File: src/rtl/bs_pkg.sv
// Shared constants, bus FSM state type and the packet-ID slice helper for the
// bus generator/arbiter.
package bs_pkg;
    localparam int ID_W    = 8;
    localparam int PKT_MAX = 1024;

    typedef enum logic [1:0] {IDLE, POP, DELIVER} bus_state_t;

    // Destination ID is the top ID_W bits of a packet of width sz.
    function automatic logic [ID_W-1:0] pkt_id(input logic [PKT_MAX-1:0] pkt, input int sz);
        return pkt[sz-1 -: ID_W];
    endfunction
endpackage

File: src/rtl/bus_rr_arbiter.sv
// Round-robin picker: first set request searching upward (with wrap) from
// the slot after the last grant. Purely combinational.
module bus_rr_arbiter #(
    parameter int N = 4,
    localparam int LG_W = $clog2(N)
) (
    input  logic [N-1:0]    req_i,
    input  logic [LG_W-1:0] last_i,
    output logic [N-1:0]    gnt_o,
    output logic            vld_o
);
    always_comb begin
        int idx;
        gnt_o = '0;
        vld_o = 1'b0;
        idx   = 0;
        for (int i = 1; i <= N; i++) begin
            idx = int'(last_i) + i;
            if (idx >= N) idx = idx - N;
            if (!vld_o && req_i[idx]) begin
                gnt_o[idx] = 1'b1;
                vld_o      = 1'b1;
            end
        end
    end
endmodule

File: src/rtl/bus_generator_arbiter.sv
// Shared-bus generator/arbiter: per bus, grant one pending source round-robin,
// pop its head packet and push it to the decoded destination(s).
// Broadcast fan-out is enabled by defining BS_BROADCAST_EN.
module bus_generator_arbiter
    import bs_pkg::*;
#(
    parameter int          bits      = 1,
    parameter int          drvrs     = 4,
    parameter int          pckg_sz   = 16,
    parameter logic [7:0]  broadcast = 8'hFF
) (
    input  logic                                   clk,
    input  logic                                   reset,
    input  logic [bits-1:0][drvrs-1:0]             pndng,
    input  logic [bits-1:0][drvrs-1:0][pckg_sz-1:0] D_pop,
    output logic [bits-1:0][drvrs-1:0]             pop,
    output logic [bits-1:0][drvrs-1:0]             push,
    output logic [bits-1:0][drvrs-1:0][pckg_sz-1:0] D_push
);
    localparam int LG_W = $clog2(drvrs);

    for (genvar b = 0; b < bits; b++) begin : g_bus
        bus_state_t       state_q, state_d;
        logic [LG_W-1:0]  src_q, src_d, last_q, last_d, gnt_idx;
        logic [pckg_sz-1:0] pkt_q, pkt_d;
        logic [drvrs-1:0] gnt, pop_b, push_b;
        logic             gnt_vld;
        logic [ID_W-1:0]  id;

        bus_rr_arbiter #(.N(drvrs)) u_arb (
            .req_i  (pndng[b]),
            .last_i (last_q),
            .gnt_o  (gnt),
            .vld_o  (gnt_vld)
        );

        always_comb begin
            gnt_idx = '0;
            for (int k = 0; k < drvrs; k++)
                if (gnt[k]) gnt_idx = LG_W'(k);
        end

        assign id = pkt_id({{(PKT_MAX-pckg_sz){1'b0}}, pkt_q}, pckg_sz);

        always_comb begin
            state_d = state_q;
            src_d   = src_q;
            last_d  = last_q;
            pkt_d   = pkt_q;
            pop_b   = '0;
            push_b  = '0;
            case (state_q)
                IDLE: begin
                    if (gnt_vld) begin
                        src_d   = gnt_idx;
                        state_d = POP;
                    end
                end
                POP: begin
                    pop_b[src_q] = 1'b1;
                    pkt_d        = D_pop[b][src_q];
                    state_d      = DELIVER;
                end
                DELIVER: begin
                    // Broadcast takes priority; without the feature it is just dropped.
                    if (id == broadcast) begin
`ifdef BS_BROADCAST_EN
                        for (int k = 0; k < drvrs; k++)
                            if (LG_W'(k) != src_q) push_b[k] = 1'b1;
`endif
                    end else begin
                        for (int k = 0; k < drvrs; k++)
                            if (id == ID_W'(k)) push_b[k] = 1'b1;
                    end
                    last_d  = src_q;
                    state_d = IDLE;
                end
                default: state_d = IDLE;
            endcase
        end

        always_ff @(posedge clk or negedge reset) begin
            if (!reset) begin
                state_q <= IDLE;
                src_q   <= '0;
                last_q  <= LG_W'(drvrs-1);
                pkt_q   <= '0;
            end else begin
                state_q <= state_d;
                src_q   <= src_d;
                last_q  <= last_d;
                pkt_q   <= pkt_d;
            end
        end

        assign pop[b]    = pop_b;
        assign push[b]   = push_b;
        assign D_push[b] = {drvrs{pkt_q}};
    end
endmodule

File: config.mk
export PLATFORM = sky130hd
export DESIGN_NAME = bus_generator_arbiter
export DESIGN_NICKNAME = d
export VERILOG_FILES = /design/src/rtl/bs_pkg.sv /design/src/rtl/bus_rr_arbiter.sv /design/src/rtl/bus_generator_arbiter.sv
export SDC_FILE = /design/constraint.sdc
export NUM_CORES = 1
export LEC_CHECK = 0
export ABC_CLOCK_PERIOD_IN_PS = 2910
export CAP_MARGIN = 15
export CORE_MARGIN = 2
export CORE_UTILIZATION = 25
export CTS_BUF_LIST = sky130_fd_sc_hd__clkbuf_4 sky130_fd_sc_hd__clkbuf_8
export DETAILED_ROUTE_END_ITERATION = 12
export PLACE_DENSITY_LB_ADDON = 0.12
export SLEW_MARGIN = 20
export SYNTH_ARGS = -nofsm -noshare
export SYNTH_HDL_FRONTEND = slang
export SYNTH_SLANG_ARGS = --single-unit
File: constraint.sdc
create_clock -name clk -period 2.91 [get_ports clk]
set_input_delay 0.873 -clock clk [delete_from_list [all_inputs] [get_ports clk]]
set_output_delay 0.873 -clock clk [all_outputs]
set_load 0.005 [all_outputs]
==> results by group <==
Global routing
  • Met3 Use GR: 2.408%
  • Total GRT Usage: 12.86%
  • Largest net degree at the start of global routing: 23
  • Initial antenna violation count: 0
  • Grt met1 use: 15.26%
  • GRT Max-Usage Layer: met2
  • GR Overflow Total: 0
  • Vias in the first global route: 1660
  • Global routing usage on met2: 23.80%
  • First-pass GRT wire length: 8804 um

Power
  • Switching Share: 34.80%
  • Peak VDD IR: 0.0002972 V
  • Pwr dens: 961.9 nW/um2
  • Part of the power in the clock network: 6.0%
  • Sw Pwr: 1.077 mW
  • Gate power share: 69.6%
  • Sequential power share: 24.3%
  • Leak: 1.211 nW
  • Internal power: 2.017 mW

Critical path
  • WP buf/inv: 1
  • WS Path Type: reg -> out
  • Critical Path Max Stage Delay: 0.54 ns
  • Slowest-stage cell, CP: clkdlybuf4s50_1
  • Critical path capture point type: output pin
  • Crit path max fanout: 7
  • CP Data Required Time: 2.04 ns
  • CP delay by family, top: simple AND/OR/NAND/NOR gates
  • Crit-path cells: nor2_1, nand4_1, nor3_1, clkdlybuf4s50_1
  • Startpoint types: flop
  • WP data arrival: 1.82 ns

Floorplanning
  • Die Area: 8771 um2
  • Die extent in y: 93.66 um
  • Core Box Area: 7767 um2
  • FP Rows: 32
  • Initial Util: 25.87%
  • DIE WIDTH: 93.66 um
  • # IOs: 142

Timing
  • Crit share post-route: 92.61%
  • Final hold vios: 0
  • Clock skew: 0.005229 ns
  • RSZ-0062 raised after global routing: no
  • Max-slew violation count: 0
  • Worst-Margin Slew: 0.4309 ns
  • Worst slew margin: 71.05%
  • Fmax: 371.1 MHz
  • Final setup vio count: 0
  • Total negative slack: 0 ns
  • Tmin final: 2.695 ns

Synthesis
  • Avg Cell Area, Syn: 11.35 um2
  • EDFF count, synth: 0
  • Mapped Area: 2009 um2
  • Synth area leaders: dfrtp_1 (25%), mux4_2 (21%), buf_4 (18%)
  • Ys Warns: 0
  • Post-synth ARST share: 100.0%
  • Syn_nets: 254
  • Synth Flop Type: dfrtp_1
  • Post-Synthesis Cells: 177
  • Sequential share of the synthesized area: 27.52%
  • Post-synth top cells: buf_4 (48), dfrtp_1 (20), mux4_2 (19), mux2_2 (18), nor2_1 (8)
  • Most numerous cell in the Yosys netlist: buf_4
  • Post-synth cell types: 34
  • Yosys top cell by area: dfrtp_1
  • Post-synthesis register bit count: 22
  • Share of Yosys cell area claimed by the top area cell type: 24.91%

Clock tree
  • Clock transition at path regs: 0.07 ns
  • # H-tree levels: 1
  • Setup Buffers After CTS: 0
  • Hold Buf Count CTS: 0
  • Clk buf depth: 2
  • CTS tree: yes
  • TritonCTS Buffers: 3
  • Post-CTS sizing: 0
  • CTS root buf: clkbuf_8
  • CTS Sinks: 22
  • Clock Latency Late Sink: 0.26 ns

Routing
  • Vias per cell: 4.500
  • Total wire length: 5866 um
  • First-pass DRT Iterations: 4
  • DRT iter0 DRCs: 26
  • Detailed-route via count: 1674
  • Final ANT Viol Nets: 0
  • DRC Markers: 0
  • Routed wire per std cell: 15.77 um

Final layout
  • Antenna cells: 0
  • Util after Layout: 41.41%
  • Area Growth Syn to Fin: 60.09%
  • FILL cells: 739
  • Layout cell share with drive strength beyond 1: 18.89%
  • Nets: 349

Place
  • Port Buf Inserts: 141
  • GP Congestion: 0.7418
  • Post-DP HPWL: 4696 um

Status
  • Run status: completed

Flow run
  • Max_cap viols: 0

Worst hold path
  • Tightest Hold Check Type: reg -> reg
## worst reg2reg max path, stage by stage (launching register included)
cell	delay [ns]
dfstp_2	0.66
inv_1	0.15
ha_1	0.35
mux4_2	0.36
nand2_1	0.10
nand2_1	0.05
a211oi_1	0.34
a21oi_1	0.11
## sequential cells by signal, summed over array words and instances, names as in the netlist
register	flops
g_bus.last_q	2
g_bus.pkt_q	16
g_bus.src_q	2
g_bus.state_q	2
## metal layers
metal / share of wire, % / routed length (um) / vias to the layer above
met2: 51 / 3020 / 63
met4: 0.68 / 40 / 0
li1: - / - / 781
met1: 40 / 2369 / 828
met3: 7.4 / 435 / 2
met5: 0 / 0 / -
## through the flow
stage                     area [um2]  cells  power [mW]  hold slack, ns  setup WS, ns
after global routing            3217    372       3.341          0.6034       0.07606
after global placement          3176    369       2.932          0.5088        0.1395
final                           3217    372       3.094          0.5363        0.2151
after floorplan                 2009    177       2.166          0.4679        0.7242
after CTS                       3217    372       3.144          0.5406        0.2046
after detailed placement        3176    369       2.949          0.5293        0.1001
## path summary, 6_finish.rpt
check,startpoint,to,slack (ns),cells after the start
setup / recovery,g_bus[0].pkt_q[11]$_DFFE_PN0P_,push[3],0.22,4
hold / removal,g_bus[0].state_q[0]$_DFFE_PN0P_,g_bus[0].state_q[0]$_DFFE_PN0P_,0.54,1
setup reg to reg,g_bus[0].last_q[0]$_DFFE_PN1P_,g_bus[0].src_q[1]$_DFFE_PN0P_,0.65,7
hold reg to reg,g_bus[0].state_q[0]$_DFFE_PN0P_,g_bus[0].state_q[0]$_DFFE_PN0P_,0.54,1
max in group asynchronous,reset,g_bus[0].last_q[1]$_DFFE_PN1P_,1.65,2
min in group asynchronous,reset,g_bus[0].pkt_q[8]$_DFFE_PN0P_,0.98,2
## cells by family (layout without fill, tap and decap cells)
kind of cell | after synthesis | in the layout | synth area share [%]
AOI/OAI and AO/OA | 13 | 13 | 4.857
adders and majority gates | 7 | 7 | 4.358
buffers and inverters | 60 | 153 | 21.11
DFF | 22 | 22 | 27.52
muxes | 37 | 37 | 31.38
and+or+nand+nor | 38 | 38 | 10.77
## power groups by stage
stage | combinational (mW) | clock, mW | sequential [mW]
4_1_cts | 2.19 | 0.198 | 0.761
2_1_floorplan | 1.48 | 0 | 0.688
6_report | 2.15 | 0.187 | 0.752
3_5_place_dp | 2.18 | 0 | 0.767
5_1_grt | 2.33 | 0.207 | 0.801
3_3_place_gp | 2.18 | 0 | 0.753
## layout by cell type, fill, tap and decap left out, types with 2 or more instances in the layout
cell | synthesis | routed
a21oi_1 | 6 | 6
and3b_1 | 3 | 3
buf_4 | 48 | 4
clkbuf_8 | 1 | 3
clkdlybuf4s50_1 | 0 | 141
dfrtp_1 | 20 | 20
dfstp_2 | 2 | 2
ha_1 | 7 | 7
inv_1 | 5 | 5
mux2_2 | 18 | 18
mux4_2 | 19 | 19
nand2_1 | 5 | 5
nand3_1 | 2 | 2
nand4_1 | 2 | 2
nor2_1 | 8 | 8
nor3_1 | 5 | 5
nor3b_1 | 2 | 2
nor4_1 | 2 | 2
or3b_1 | 3 | 3
## final cells by class
cell class	instances	area (um2)	share of cell area [%]
tap	102	127.6	3.967
clock buffer	3	41.29	1.284
multi-input combinational	95	1035	32.17
timing repair buffer	145	1441	44.81
inverter	5	18.77	0.5834
sequential	22	553.0	17.19
(Power assumes the default switching activity.)
